[src/rtl/ampel_phasen_steuerung_if.sv]
// Signal bundle between the traffic-light phase sequencer and its environment.
// The controller side drives enable/knopf; the sequencer drives the phase outputs.
interface ampel_phasen_steuerung_if;
  logic       enable;
  logic       knopf;
  logic [2:0] counter;
  logic       step_strobe;
  logic       red_hold;
  logic       request_pending;

  modport master (
    output enable,
    output knopf,
    input  counter,
    input  step_strobe,
    input  red_hold,
    input  request_pending
  );

  modport slave (
    input  enable,
    input  knopf,
    output counter,
    output step_strobe,
    output red_hold,
    output request_pending
  );
endinterface

[src/rtl/ampel_phasen_steuerung.sv]
// Traffic-light phase sequencer: prescaled 3-bit phase counter with a debounced
// pedestrian request that stretches the red phase (counter = 7) by extra steps.
module ampel_phasen_steuerung #(
  parameter int unsigned CLK_DIV      = 50,
  parameter int unsigned DEBOUNCE     = 4,
  parameter int unsigned EXTEND_STEPS = 3
) (
  input logic                        clk,
  input logic                        rst,
  ampel_phasen_steuerung_if.slave    bus_io
);

  localparam int unsigned PW = (CLK_DIV > 1) ? $clog2(CLK_DIV) : 1;
  localparam int unsigned DW = $clog2(DEBOUNCE + 1);
  localparam int unsigned HW = $clog2(EXTEND_STEPS + 1);

  localparam logic [PW-1:0] PresMax  = PW'(CLK_DIV - 1);
  localparam logic [DW-1:0] DebMax   = DW'(DEBOUNCE);
  localparam logic [HW-1:0] HoldInit = HW'(EXTEND_STEPS);

  localparam logic [0:0] StRun  = 1'b0;
  localparam logic [0:0] StHold = 1'b1;

  logic [PW-1:0] presc_q, presc_d;
  logic          tick;

  logic          knopf_meta_q, knopf_s_q;
  logic [DW-1:0] deb_cnt_q, deb_cnt_d;
  logic          deb_lvl, deb_lvl_q;
  logic          press;

  logic [0:0]    state_q, state_d;
  logic [2:0]    counter_q, counter_d;
  logic [HW-1:0] hold_q, hold_d;
  logic          red_q, red_d;
  logic          pend_q, pend_d;
  logic          strobe_q;

  // Prescaler holds its value while disabled so re-enable resumes mid-step.
  always_comb begin
    tick    = bus_io.enable && (presc_q == PresMax);
    presc_d = presc_q;
    if (bus_io.enable) begin
      presc_d = tick ? '0 : presc_q + 1'b1;
    end
  end

  always_comb begin
    deb_cnt_d = deb_cnt_q;
    if (!knopf_s_q) begin
      deb_cnt_d = '0;
    end else if (deb_cnt_q != DebMax) begin
      deb_cnt_d = deb_cnt_q + 1'b1;
    end
    deb_lvl = (deb_cnt_q == DebMax);
    press   = deb_lvl && !deb_lvl_q;
  end

  always_comb begin
    state_d   = state_q;
    counter_d = counter_q;
    hold_d    = hold_q;
    red_d     = red_q;
    pend_d    = pend_q;
    // Presses seen while holding (including the exit cycle) are discarded.
    if (press && (state_q != StHold)) begin
      pend_d = 1'b1;
    end
    if (tick) begin
      case (state_q)
        StRun: begin
          if ((counter_q == 3'd7) && pend_q) begin
            state_d = StHold;
            hold_d  = HoldInit;
            red_d   = 1'b1;
            pend_d  = 1'b0;
          end else begin
            counter_d = counter_q + 3'd1;
          end
        end
        StHold: begin
          hold_d = hold_q - 1'b1;
          if (hold_q == HW'(1)) begin
            counter_d = 3'd0;
            red_d     = 1'b0;
            state_d   = StRun;
          end
        end
      endcase
    end
  end

  always_ff @(posedge clk or posedge rst) begin
    if (rst) begin
      presc_q      <= '0;
      knopf_meta_q <= 1'b0;
      knopf_s_q    <= 1'b0;
      deb_cnt_q    <= '0;
      deb_lvl_q    <= 1'b0;
      state_q      <= StRun;
      counter_q    <= 3'd0;
      hold_q       <= '0;
      red_q        <= 1'b0;
      pend_q       <= 1'b0;
      strobe_q     <= 1'b0;
    end else begin
      presc_q      <= presc_d;
      knopf_meta_q <= bus_io.knopf;
      knopf_s_q    <= knopf_meta_q;
      deb_cnt_q    <= deb_cnt_d;
      deb_lvl_q    <= deb_lvl;
      state_q      <= state_d;
      counter_q    <= counter_d;
      hold_q       <= hold_d;
      red_q        <= red_d;
      pend_q       <= pend_d;
      strobe_q     <= tick;
    end
  end

  assign bus_io.counter         = counter_q;
  assign bus_io.step_strobe     = strobe_q;
  assign bus_io.red_hold        = red_q;
  assign bus_io.request_pending = pend_q;

endmodule

[src/flat_wrapper.sv]
// flat-port wrapper written by rule: the top's interface ports become plain ports
module ampel_phasen_steuerung_flat 
#(
  parameter int unsigned CLK_DIV      = 50,
  parameter int unsigned DEBOUNCE     = 4,
  parameter int unsigned EXTEND_STEPS = 3
)
  (clk, rst, bus_io_enable, bus_io_knopf, bus_io_counter, bus_io_step_strobe, bus_io_red_hold, bus_io_request_pending);
  ampel_phasen_steuerung_if bus_io_i ();
  input logic clk;
  input logic rst;
  input wire logic [$bits(bus_io_i.enable)-1:0] bus_io_enable;
  input wire logic [$bits(bus_io_i.knopf)-1:0] bus_io_knopf;
  output wire logic [$bits(bus_io_i.counter)-1:0] bus_io_counter;
  output wire logic [$bits(bus_io_i.step_strobe)-1:0] bus_io_step_strobe;
  output wire logic [$bits(bus_io_i.red_hold)-1:0] bus_io_red_hold;
  output wire logic [$bits(bus_io_i.request_pending)-1:0] bus_io_request_pending;
  assign bus_io_i.enable = bus_io_enable;
  assign bus_io_i.knopf = bus_io_knopf;
  assign bus_io_counter = bus_io_i.counter;
  assign bus_io_step_strobe = bus_io_i.step_strobe;
  assign bus_io_red_hold = bus_io_i.red_hold;
  assign bus_io_request_pending = bus_io_i.request_pending;
  ampel_phasen_steuerung #(.CLK_DIV(CLK_DIV), .DEBOUNCE(DEBOUNCE), .EXTEND_STEPS(EXTEND_STEPS)) u_core (.clk(clk), .rst(rst), .bus_io(bus_io_i));
endmodule
[config.mk]
export PLATFORM = sky130hd
export DESIGN_NAME = ampel_phasen_steuerung_flat
export DESIGN_NICKNAME = d
export VERILOG_FILES = /design/src/rtl/ampel_phasen_steuerung_if.sv /design/src/rtl/ampel_phasen_steuerung.sv /design/src/flat_wrapper.sv
export SDC_FILE = /design/constraint.sdc
export NUM_CORES = 1
export LEC_CHECK = 0
export ABC_CLOCK_PERIOD_IN_PS = 1900
export CAP_MARGIN = 30
export CORE_UTILIZATION = 54
export DETAILED_ROUTE_END_ITERATION = 8
export GPL_TIMING_DRIVEN = 0
export PLACE_DENSITY_LB_ADDON = 0.15
export SKIP_CTS_REPAIR_TIMING = 1
export SYNTH_ARGS = -nofsm -noshare
export SYNTH_HDL_FRONTEND = slang
export SYNTH_SLANG_ARGS = --single-unit
export TNS_END_PERCENT = 50
[constraint.sdc]
create_clock -name clk -period 1.9 [get_ports clk]
set_clock_uncertainty 0.2 [all_clocks]
set_input_delay 0.475 -clock clk [delete_from_list [all_inputs] [get_ports clk]]
set_output_delay 0.475 -clock clk [all_outputs]
set_load 0.05 [all_outputs]
# Word-level counts from Yosys, hierarchy flattened
# Index checks and enable logic that the tools add are counted.
[word_totals] ff_bits=21 output_inout_bits=6
[classes] n_addsub=4 eq_ne=9 muxes=18 bitwise=1 n_reduce_logical=8
[ops] op="$mux 3" count=4
[ops] op="$mux 1" count=8
[ops] op="$ne 2x2->1 const B" count=4
[ops] op="$add 3x1->3 const B" count=2
[ops] op="$add 6x1->6 const B" count=1
[ops] op="$eq 3x3->1 const B" count=2
[ops] op="$eq 6x6->1 const B" count=1
[ops] op="$mux 6" count=1
[ops] op="$pmux 3 s2" count=1
[ops] op="$reduce_and 3->1" count=2
[ops] op="$logic_and 1x1->1" count=4
[ops] op="$pmux 1 s2" count=2
[ops] op="$pmux 2 s2" count=1
[ops] op="$ne 3x3->1 const B" count=1
[ops] op="$eq 2x1->1 const B" count=1
[ops] op="$mux 2" count=1
[ops] op="$reduce_and 2->1" count=1
[ops] op="$sub 2x1->2 const B" count=1
[ops] op="$logic_not 1->1" count=1
[ops] op="$not 1->1" count=1

# Depth between registers and ports, before layout
# Gate-level depths: netlist of run 1.
[depth] ltp_word=7 depth_mapped=7

# Worst setup path before layout of run 1
# No wires, ideal clock.
[synth_path] kind="register to register" start="reg u_core.counter_q[0], in the netlist u_core.bus_io.counter[0]" end="reg u_core.hold_q[0]" setup_time_ps=125 arrival_ps=1605 required_ps=1575 slack_ps=-30 stages_incl_launch_ff=6 path_buffers=0 cell_sequence="dfrtp_1 ha_1 ha_1 a21oi_1 and3b_1 mux2_2"
[synth_between] elab_chain_len=4
[synth_lines] item="start, declared" line_no="ampel_phasen_steuerung.sv:33" text="logic [2:0] counter_q, counter_d;"
[synth_lines] item="start signal, assigned" line_no="ampel_phasen_steuerung.sv:113" text="counter_q <= counter_d;"
[synth_lines] item="$eq 3x3->1" line_no="ampel_phasen_steuerung.sv:72" text="if ((counter_q == 3'd7) && pend_q) begin"
[synth_lines] item="$logic_and 1x1->1" line_no="ampel_phasen_steuerung.sv:72"
[synth_lines] item="$ne 2x2->1 (no line)"
[synth_lines] item="$reduce_and 2->1 (no line)"
[synth_lines] item="end signal, assigned" line_no="ampel_phasen_steuerung.sv:114" text="hold_q <= hold_d;"
[synth_lines] item="end, declared" line_no="ampel_phasen_steuerung.sv:34" text="logic [HW-1:0] hold_q, hold_d;"
# No other way between the ends.
# A chain may end at the register's enable or synchronous reset.

# Worst setup path after layout of run 1
# Same ends and word-level chain as after synthesis.

==> results of run 1 <==
-- state kept, by name (all words and copies together) (netlist names) --
| signal | count |
|---|---|
| u_core.presc_q | 6 |
| u_core.bus_io.counter | 3 |
| u_core.deb_cnt_q | 3 |
| u_core.hold_q | 2 |
| u_core.bus_io.red_hold | 1 |
| u_core.bus_io.request_pending | 1 |
| u_core.bus_io.step_strobe | 1 |
| u_core.deb_lvl_q | 1 |
| u_core.knopf_meta_q | 1 |
| u_core.knopf_s_q | 1 |
| u_core.state_q | 1 |
-- worst max path at each step --
stage	start	endpoint	slack, ps	depth (start not counted)
final	u_core.bus_io.counter[0]	u_core.hold_q[0]	80	5
after global routing	u_core.bus_io.counter[0]	u_core.hold_q[0]	-6	5
after CTS	u_core.bus_io.request_pending	bus_io_request_pending	-310	1
after detailed placement	u_core.bus_io.request_pending	bus_io_request_pending	40	1
after global placement	u_core.bus_io.request_pending	bus_io_request_pending	50	1
after floorplan	u_core.bus_io.counter[0]	u_core.hold_q[0]	70	5
-- power breakdown --
group | total [mW] | switching [mW] | internal (mW) | leakage (nW)
combinational | 0.258 | 0.124 | 0.134 | 0.373
sequential | 0.621 | 0.0872 | 0.533 | 0.267
clock | 0.213 | 0.134 | 0.0786 | 0.0177
total | 1.09 | 0.345 | 0.746 | 0.657
-- final cells by class --
class	instances	area, um^2	share of cell area
clock buffer	3	22.5	0.0196
tap	25	31.3	0.0273
sequential	21	528	0.460
inverter	9	33.8	0.0294
timing repair buffer	8	95.1	0.0829
clock inverter	1	5.00	0.00436
multi-input combinational	52	405	0.353
buffer	3	26.3	0.0229
-- cell families after synthesis --
group,share of synthesized area
and+or+nand+nor,0.139
adders and majority gates,0.0884
DFF,0.530
buffers and inverters,0.0606
AOI/OAI and AO/OA,0.112
muxes,0.0341
xor gates and xnor gates,0.0354
-- stage by stage --
step | worst slack (ps) | TNS (ps) | hold slack [ps]
2_1_floorplan | 74.4 | 0 | 131
3_3_place_gp | 52.8 | 0 | 137
3_5_place_dp | 44.5 | 0 | 144
4_1_cts | -311 | -1670 | 172
5_1_grt | -6.15 | -6.15 | 186
6_report | 81.3 | 0 | 167
-- routing by layer --
layer	track usage	part of all wire	vias to the layer above
met5	0	0	-
met4	0.0909	0.023	0
met3	0.0360	0.030	5
met2	0.288	0.48	14
met1	0.249	0.47	309
li1	-	-	322
-- Yosys cell counts, types with 2 or more instances --
library cell,instances
o22ai_1,2
xnor2_1,2
nand2_1,4
inv_1,9
mux2_2,3
xor2_1,2
a22o_1,2
nor2_1,2
ha_1,7
nand3_1,4
dfrtp_1,21
a21oi_1,3
nand4_1,3
o21ai_0,2
==> reports/qor.csv, run 1 <==
stage,metric,value,unit
job,maxCapViolCount,0,
floorplanning,core_region_area,1730,um^2
pwr,p_leak,0.657,nW
setup_path,arrival,1820,ps
logic_synthesis,postSynthAreaPerCell,11.7,um^2
worst_hold_path,hold_start,u_core.knopf_meta_q,
floorplanning,start_util,0.574,
setup_path,worstPathCellList,ha_1 > ha_1 > a21oi_1 > and3b_1 > mux2_2,
logic_synthesis,synth_nets,96,
cts,htreeDepth,1,
finish,n_fill_cell,147,
worst_hold_path,hold_depth,0,
logic_synthesis,synth_cell_types,33,
timing,finalCritPeriodShare,0.957,
finish,n_antenna_cell,0,
logic_synthesis,seq_area_frac_synth,0.530,
timing,hold_viol,0,
global_route,grt_usage,0.185,
setup_path,regToRegStartpoint,u_core.bus_io.counter[0],
logic_synthesis,synth_flop_cell,dfrtp_1,
pwr,vdd_drop_max,0.556,mV
worst_hold_path,min_to,u_core.knopf_s_q,
routing,antenna_left,0,
cts,cts_root_buf,clkbuf_4,
setup_path,cp_slowest_cell,dfrtp_2,
logic_synthesis,synth_area_leaders,"dfrtp_1 (53%), ha_1 (8.8%), inv_1 (3.4%)",
setup_path,path_delay_family,flip-flops,
pwr,power_density,951,nW/um^2
finish,drive_gt1_frac,0.165,
setup_path,crit_fanout,3,
setup_path,worstPathRequired,1900,ps
floorplanning,num_io_pins,10,
timing,fin_crit,1820,ps
timing,max_freq,550,MHz
finish,final_area,1150,um^2
cts,cts.clk_slew.worst_paths,110,ps
logic_synthesis,netlist_area,991,um^2
setup_path,critPathCaptureType,flip-flop,
timing,worst_pin_slew,779,ps
routing,dr.pass1.iters,4,
logic_synthesis,ys_warn_count,0,
floorplanning,die_h,44.8,um
finish,final_common_cell,dfrtp_1,
setup_path,start_kind,flip-flop,
timing,maxSlewHeadroom,0.480,
cts,clock_path_buffers,2,
routing,via_per_inst,5.33,
finish,final_util,0.664,
cts,cts.sinks,21,
place,port_buffers,8,
routing,vias,650,
floorplanning,row_count,15,
global_route,grt_max_degree,22,
setup_path,r2r_slack,80,ps
setup_path,max_stage_delay,430,ps
finish,mostFrequentLayoutCells,"dfrtp_1 (19), inv_1 (9), ha_1 (7)",
logic_synthesis,yosysTopAreaCell,dfrtp_1,
setup_path,crit_type,reg -> reg,
timing,setup_viol,0,
pwr,finalPower,1.09,mW
cts,clock_latency,300,ps
global_route,gr-total-overflow,0,
routing,avgRoutedWirePerCell,12.4,um
global_route,grt_pass1_wl,2640,um
global_route,grt_pass1_vias,639,
finish,nNetsFinal,109,
status,outcome,"finished, final reports clean",
floorplanning,die-width,44.8,um
routing,drt-total-wl,1510,um
routing,drt-initial-drc-count,4,
place,routabilityCongestion,0.777,
logic_synthesis,synth_top_area_frac,0.530,
logic_synthesis,synth_cells,85,
global_route,antenna_found_initial,0,
setup_path,cp_common_cell,ha_1,
logic_synthesis,synth_edf_count,0,
place,dp.cells,118,
place,hpwlAfterDp,1090,um
setup_path,r2r_end,u_core.hold_q[0],
logic_synthesis,async_flop_share,1.00,
floorplanning,dieArea,2010,um^2
finish,final_cells,122,
setup_path,worst-path-buf-inv,0,
timing,slew_viol_final,0,
setup_path,r2r_cells,5,
cts,cts_buffers,3,
routing,drcViolationCount,0,
logic_synthesis,ys_ff_latch,21,
worst_hold_path,hp-class,reg -> reg,
place,postPlaceCellArea,1100,um^2
cts,cts_tree,yes,
finish,area_growth_syn_to_layout,15.8,%
(Power assumes the default switching activity.)
==> run 2, diff against run 1 <==
Settings changed: SKIP_CTS_REPAIR_TIMING 1 to unset.
==> run 2 against run 1 <==
Compared with the run above: critical path depth is 4 lower; first-iteration DRC count stayed put; critical path type is now reg -> out; via count is 0.46% lower; total power hardly changed; hold slack hardly changed.
==> reports/qor.csv, run 2 (synthesis gave the netlist of run 1 again) <==
stage,metric,value,unit,change
global_route,antenna_found_initial,0,,unchanged
timing,finalSetupTns,0,ps,unchanged
setup_path,max_stage_delay,500,ps,+70 ps
finish,nNetsFinal,109,,unchanged
global_route,grtUsageMet3,0.0360,,unchanged
timing,grt_setup_unrepaired,no,,
setup_path,crit_fanout,2,,-1
place,dp.cells,118,,unchanged
setup_path,path_depth,1,,-4
routing,drcViolationCount,0,,unchanged
cts,cts.clk_slew.worst_paths,110,ps,about the same
timing,max_freq,543,MHz,-1.2%
setup_path,arrival,1170,ps,-650 ps
cts,cts_buffers,3,,unchanged
timing,fin_hold_ws,168,ps,+0.359 ps
setup_path,worstPathRequired,1220,ps,-680 ps
place,postPlaceCellArea,1100,um^2,unchanged
setup_path,r2r_slack,90,ps,about the same
floorplanning,dieArea,2010,um^2,unchanged
finish,mostFrequentLayoutCells,"dfrtp_1 (19), inv_1 (9), ha_1 (7)",,
finish,final_common_cell,dfrtp_1,,
finish,final_area,1120,um^2,-2.6%
global_route,grt_max_degree,22,,unchanged
place,hpwlAfterDp,1090,um,unchanged
cts,cts_tree,yes,,
finish,final_cells,122,,unchanged
setup_path,regToRegStartpoint,u_core.bus_io.counter[0],,
setup_path,critPathCaptureType,primary output,,
finish,final_util,0.647,,-0.0174
place,routabilityCongestion,0.777,,unchanged
setup_path,r2r_end,u_core.hold_q[0],,
routing,drt-initial-drc-count,4,,unchanged
routing,antenna_left,0,,unchanged
worst_hold_path,hold_depth,0,,unchanged
cts,cts_root_buf,clkbuf_4,,
pwr,power_density,977,nW/um^2,+2.7%
setup_path,worstPathCellList,clkdlybuf4s15_1,,
global_route,grt_pass1_wl,2640,um,unchanged
pwr,p_leak,0.555,nW,-16%
job,maxCapViolCount,0,,unchanged
finish,area_growth_syn_to_layout,12.8,%,
finish,largest_reg_flops,6,,unchanged
timing,slew_viol_final,0,,unchanged
cts,cts.sinks,21,,unchanged
worst_hold_path,hold_start,u_core.knopf_meta_q,,
setup_path,r2r_cells,5,,unchanged
floorplanning,start_util,0.574,,unchanged
cts,clock_path_buffers,2,,unchanged
routing,vias,647,,-0.46%
worst_hold_path,min_to,u_core.knopf_s_q,,
global_route,grt_use_met1,0.249,,unchanged
floorplanning,core_region_area,1730,um^2,unchanged
timing,setup_viol,0,,unchanged
place,dp_worst_setup_slack,44.5,ps,unchanged
timing,fin_ws,58.3,ps,-23.0 ps
setup_path,cp_slowest_cell,clkdlybuf4s15_1,,
place,port_buffers,8,,unchanged
floorplanning,die_h,44.8,um,unchanged
timing,worst_pin_slew,779,ps,-0.00179 ps
timing,fin_crit,1840,ps,+23.0 ps
timing,hold_viol,0,,unchanged
status,outcome,"finished, final reports clean",,
global_route,gr-total-overflow,0,,unchanged
finish,n_fill_cell,148,,+0.68%
finish,largest_register,u_core.presc_q,,
finish,n_antenna_cell,0,,unchanged
cts,clock_latency,300,ps,about the same
timing,maxSlewHeadroom,0.480,,about the same
pwr,finalPower,1.09,mW,about the same
floorplanning,row_count,15,,unchanged
global_route,grt_pass1_vias,639,,unchanged
routing,drt-total-wl,1490,um,-1.7%
setup_path,path_delay_family,buffers and inverters,,
routing,dr.pass1.iters,3,,-1
cts,htreeDepth,1,,unchanged
global_route,grtUsageMet2,0.288,,unchanged
setup_path,start_kind,flip-flop,,
routing,avgRoutedWirePerCell,12.2,um,-1.7%
cts,cts_hold_buf,0,,
routing,via_per_inst,5.30,,-0.46%
global_route,gr-max-usage-layer,met2,,
global_route,grt_usage,0.185,,unchanged
floorplanning,num_io_pins,10,,unchanged
setup_path,worst-path-buf-inv,1,,+1
finish,drive_gt1_frac,0.206,,+0.0412
setup_path,crit_type,reg -> out,,
pwr,vdd_drop_max,0.559,mV,+0.44%
worst_hold_path,hp-class,reg -> reg,,
floorplanning,die-width,44.8,um,unchanged
timing,finalCritPeriodShare,0.969,,+0.0121
## run 2: cell types whose count changed in the layout (fill, tap and decap cells not counted), sizes merged
cell | before | now
dlymetal6s2s | 6 | 0
clkdlybuf4s15 | 0 | 2
dlygate4sd2 | 0 | 1
clkbuf | 4 | 7
## run 2: what timing repair did
| action | in CTS | in global routing |
|---|---|---|
| cloned | 0 | 0 |
| buffers inserted | 0 | 0 |
| endpoints found under the setup margin | 6 | 4 |
| resized for setup | 11 | 4 |
## run 2: metal layers
layer  vias up  share of wire
li1        322              -
met5         -              0
met4         0          0.023
met1       308           0.48
met2        12           0.47
met3         5          0.028
## run 2: final cells by class
class                           count  area [um^2]  share of cell area
Buffer                              3         26.3              0.0235
Clock buffer                        3         22.5              0.0202
Clock inverter                      1         5.00             0.00448
Inverter                            9         33.8              0.0302
Multi-Input combinational cell     52          405               0.363
Sequential cell                    21          528               0.473
Tap cell                           25         31.3              0.0280
Timing Repair Buffer                8         65.1              0.0582
## run 2: how the worst max path moves through the flow
stage | startpoint | slack, ps | end
finish | u_core.bus_io.red_hold | 60 | bus_io_red_hold
floorplan | u_core.bus_io.counter[0] | 70 | u_core.hold_q[0]
CTS | u_core.bus_io.counter[2] | 8 | bus_io_counter[2]
global placement | u_core.bus_io.request_pending | 50 | bus_io_request_pending
global route | u_core.bus_io.counter[0] | 3 | u_core.hold_q[0]
detailed placement | u_core.bus_io.request_pending | 40 | bus_io_request_pending
## run 2: report_power, final
part	internal, mW	switching (mW)
logic	0.134	0.124
registers	0.533	0.0872
clock network	0.0786	0.134
==> run 3, diff against run 2 <==
Settings changed: CORE_UTILIZATION 54 to 57, CTS_BUF_LIST set to sky130_fd_sc_hd__clkbuf_4 sky130_fd_sc_hd__clkbuf_8, SETUP_SLACK_MARGIN set to 0.15.
==> run 3 against run 2 <==
Compared with the run above: the run now ends with DRC left; largest cell class unchanged; count of clock-buffer cells in the layout increased by 1; global-route usage decreased by 0.67 points; final area increased by 4.1%; sequential share of layout area decreased by 1.8 points; critical endpoint is now bus_io_counter[2].
==> reports/qor.csv, run 3 (synthesis gave the netlist of run 1 again) <==
stage,metric,value,unit,change
global_route,grt_max_degree,22,,unchanged
finish,largest_register,u_core.presc_q,,
setup_path,worstPathRequired,1220,ps,about the same
timing,max_freq,561,MHz,+3.3%
timing,fin_crit,1780,ps,-58.7 ps
cts,cts.sinks,21,,unchanged
pwr,power_density,1000,nW/um^2,+2.7%
setup_path,r2r_slack,190,ps,+100 ps
cts,htreeDepth,1,,unchanged
routing,drt-total-wl,1650,um,+11%
finish,nNetsFinal,112,,+2.8%
setup_path,critPathCaptureType,primary output,,
cts,cts.clk_slew.worst_paths,120,ps,about the same
timing,finalSetupTns,0,ps,unchanged
timing,hold_viol,0,,unchanged
floorplanning,dieArea,1910,um^2,-5.0%
finish,area_growth_syn_to_layout,17.4,%,
routing,avgRoutedWirePerCell,14.2,um,+17%
timing,maxSlewHeadroom,0.485,,+0.00448
global_route,antenna_found_initial,0,,unchanged
floorplanning,core_region_area,1560,um^2,-9.7%
finish,n_antenna_cell,0,,unchanged
setup_path,crit_fanout,3,,+1
timing,worst_pin_slew,772,ps,-6.71 ps
setup_path,start_kind,flip-flop,,
finish,drive_gt1_frac,0.290,,+0.0838
status,violations,DRC,,
routing,vias,684,,+5.7%
timing,setup_viol,0,,unchanged
finish,final_area,1160,um^2,+4.1%
routing,antenna_left,0,,unchanged
pwr,p_leak,0.560,nW,+0.84%
cts,cts_tree,yes,,
job,maxCapViolCount,0,,unchanged
finish,largest_reg_flops,6,,unchanged
routing,via_per_inst,5.90,,+11%
global_route,grt_usage,0.178,,-0.00674
place,postPlaceCellArea,1120,um^2,+1.6%
pwr,finalPower,1.17,mW,+6.9%
finish,mostFrequentLayoutCells,"dfrtp_1 (18), inv_1 (9), clkbuf_4 (5), ha_1 (5)",,
setup_path,path_delay_family,flip-flops,,
floorplanning,row_count,14,,-1
timing,slew_viol_final,0,,unchanged
finish,final_util,0.746,,+0.0993
finish,final_common_cell,dfrtp_1,,
cts,cts_buffers,3,,unchanged
pwr,vdd_drop_max,0.723,mV,+29%
cts,cts_hold_buf,0,,unchanged
floorplanning,die-width,43.7,um,-2.5%
routing,drt-initial-drc-count,12,,+8
setup_path,worst-path-buf-inv,1,,unchanged
setup_path,arrival,1110,ps,-60 ps
status,outcome,finished with violations,,
setup_path,cp_slowest_cell,dfrtp_1,,
routing,dr.pass1.iters,6,,+3
timing,finalCritPeriodShare,0.938,,-0.0309
cts,cts_root_buf,clkbuf_4,,
setup_path,max_stage_delay,430,ps,-70 ps
place,routabilityCongestion,0.825,,+6.3%
place,hpwlAfterDp,1080,um,-0.76%
floorplanning,start_util,0.636,,+0.0617
floorplanning,num_io_pins,10,,unchanged
timing,grt_setup_unrepaired,yes,,
cts,clock_path_buffers,2,,unchanged
routing,drcViolationCount,1,,+1
place,port_buffers,8,,unchanged
global_route,grt_pass1_vias,608,,-4.9%
global_route,grt_pass1_wl,2500,um,-5.2%
global_route,gr-total-overflow,0,,unchanged
floorplanning,die_h,43.7,um,-2.5%
timing,fin_ws,117,ps,+58.7 ps
cts,clock_latency,300,ps,about the same
setup_path,crit_type,reg -> out,,
place,dp_worst_setup_slack,11.6,ps,-32.9 ps
worst_hold_path,hp-class,reg -> reg,,
setup_path,worstPathCellList,clkdlybuf4s18_2,,
-- run 3: cell count changes in the layout (fill, tap and decap cells not counted), moves of 2 or more --
cell | previous run | this run
buf_2 | 0 | 2
buf_4 | 1 | 4
clkbuf_2 | 3 | 1
ha_1 | 7 | 5
ha_4 | 0 | 2
-- run 3: metal layers --
metal,vias to the layer above,GRT usage,part of all wire
li1,329,-,-
met1,334,0.229,0.44
met2,19,0.293,0.51
met3,2,0.0250,0.041
met4,0,0.0938,0.0061
met5,-,0,0
-- run 3: cell type report --
| class | instances | area, um^2 |
|---|---|---|
| inverters | 9 | 33.8 |
| plain buffers | 3 | 26.3 |
| clock buffers | 4 | 30.0 |
| well taps | 16 | 20.0 |
| fillers | 107 | 395 |
| multi-input cells | 52 | 434 |
| repair buffers | 11 | 90.1 |
| flip-flops and latches | 21 | 529 |
-- run 3: stage by stage --
stage / hold WS (ps) / cells
2_1_floorplan: 131 / 85
3_3_place_gp: 134 / 109
3_5_place_dp: 144 / 109
4_1_cts: 170 / 113
5_1_grt: 175 / 116
6_report: 169 / 116
-- run 3: timing repair --
action,4_1_cts,5_1_grt
setup endpoints to repair,6,8
buffers inserted,0,3
gates resized for setup,21,3
endpoints found under the hold margin,0,0
-- run 3: power breakdown --
group | switching [mW] | internal (mW) | total [mW]
clock network | 0.134 | 0.0959 | 0.230
logic | 0.153 | 0.172 | 0.325
registers | 0.0756 | 0.536 | 0.611
-- run 3: path summary, 6_finish.rpt --
| check | cells after the start | to | from |
|---|---|---|---|
| min in group asynchronous | 2 | u_core.knopf_meta_q | rst |
| min reg2reg | 0 | u_core.knopf_s_q | u_core.knopf_meta_q |
| max reg2reg | 5 | u_core.bus_io.counter[0] | u_core.bus_io.counter[1] |
| max | 1 | bus_io_counter[2] | u_core.bus_io.counter[2] |
| max in group asynchronous | 2 | u_core.bus_io.counter[1] | rst |
| min | 0 | u_core.knopf_s_q | u_core.knopf_meta_q |
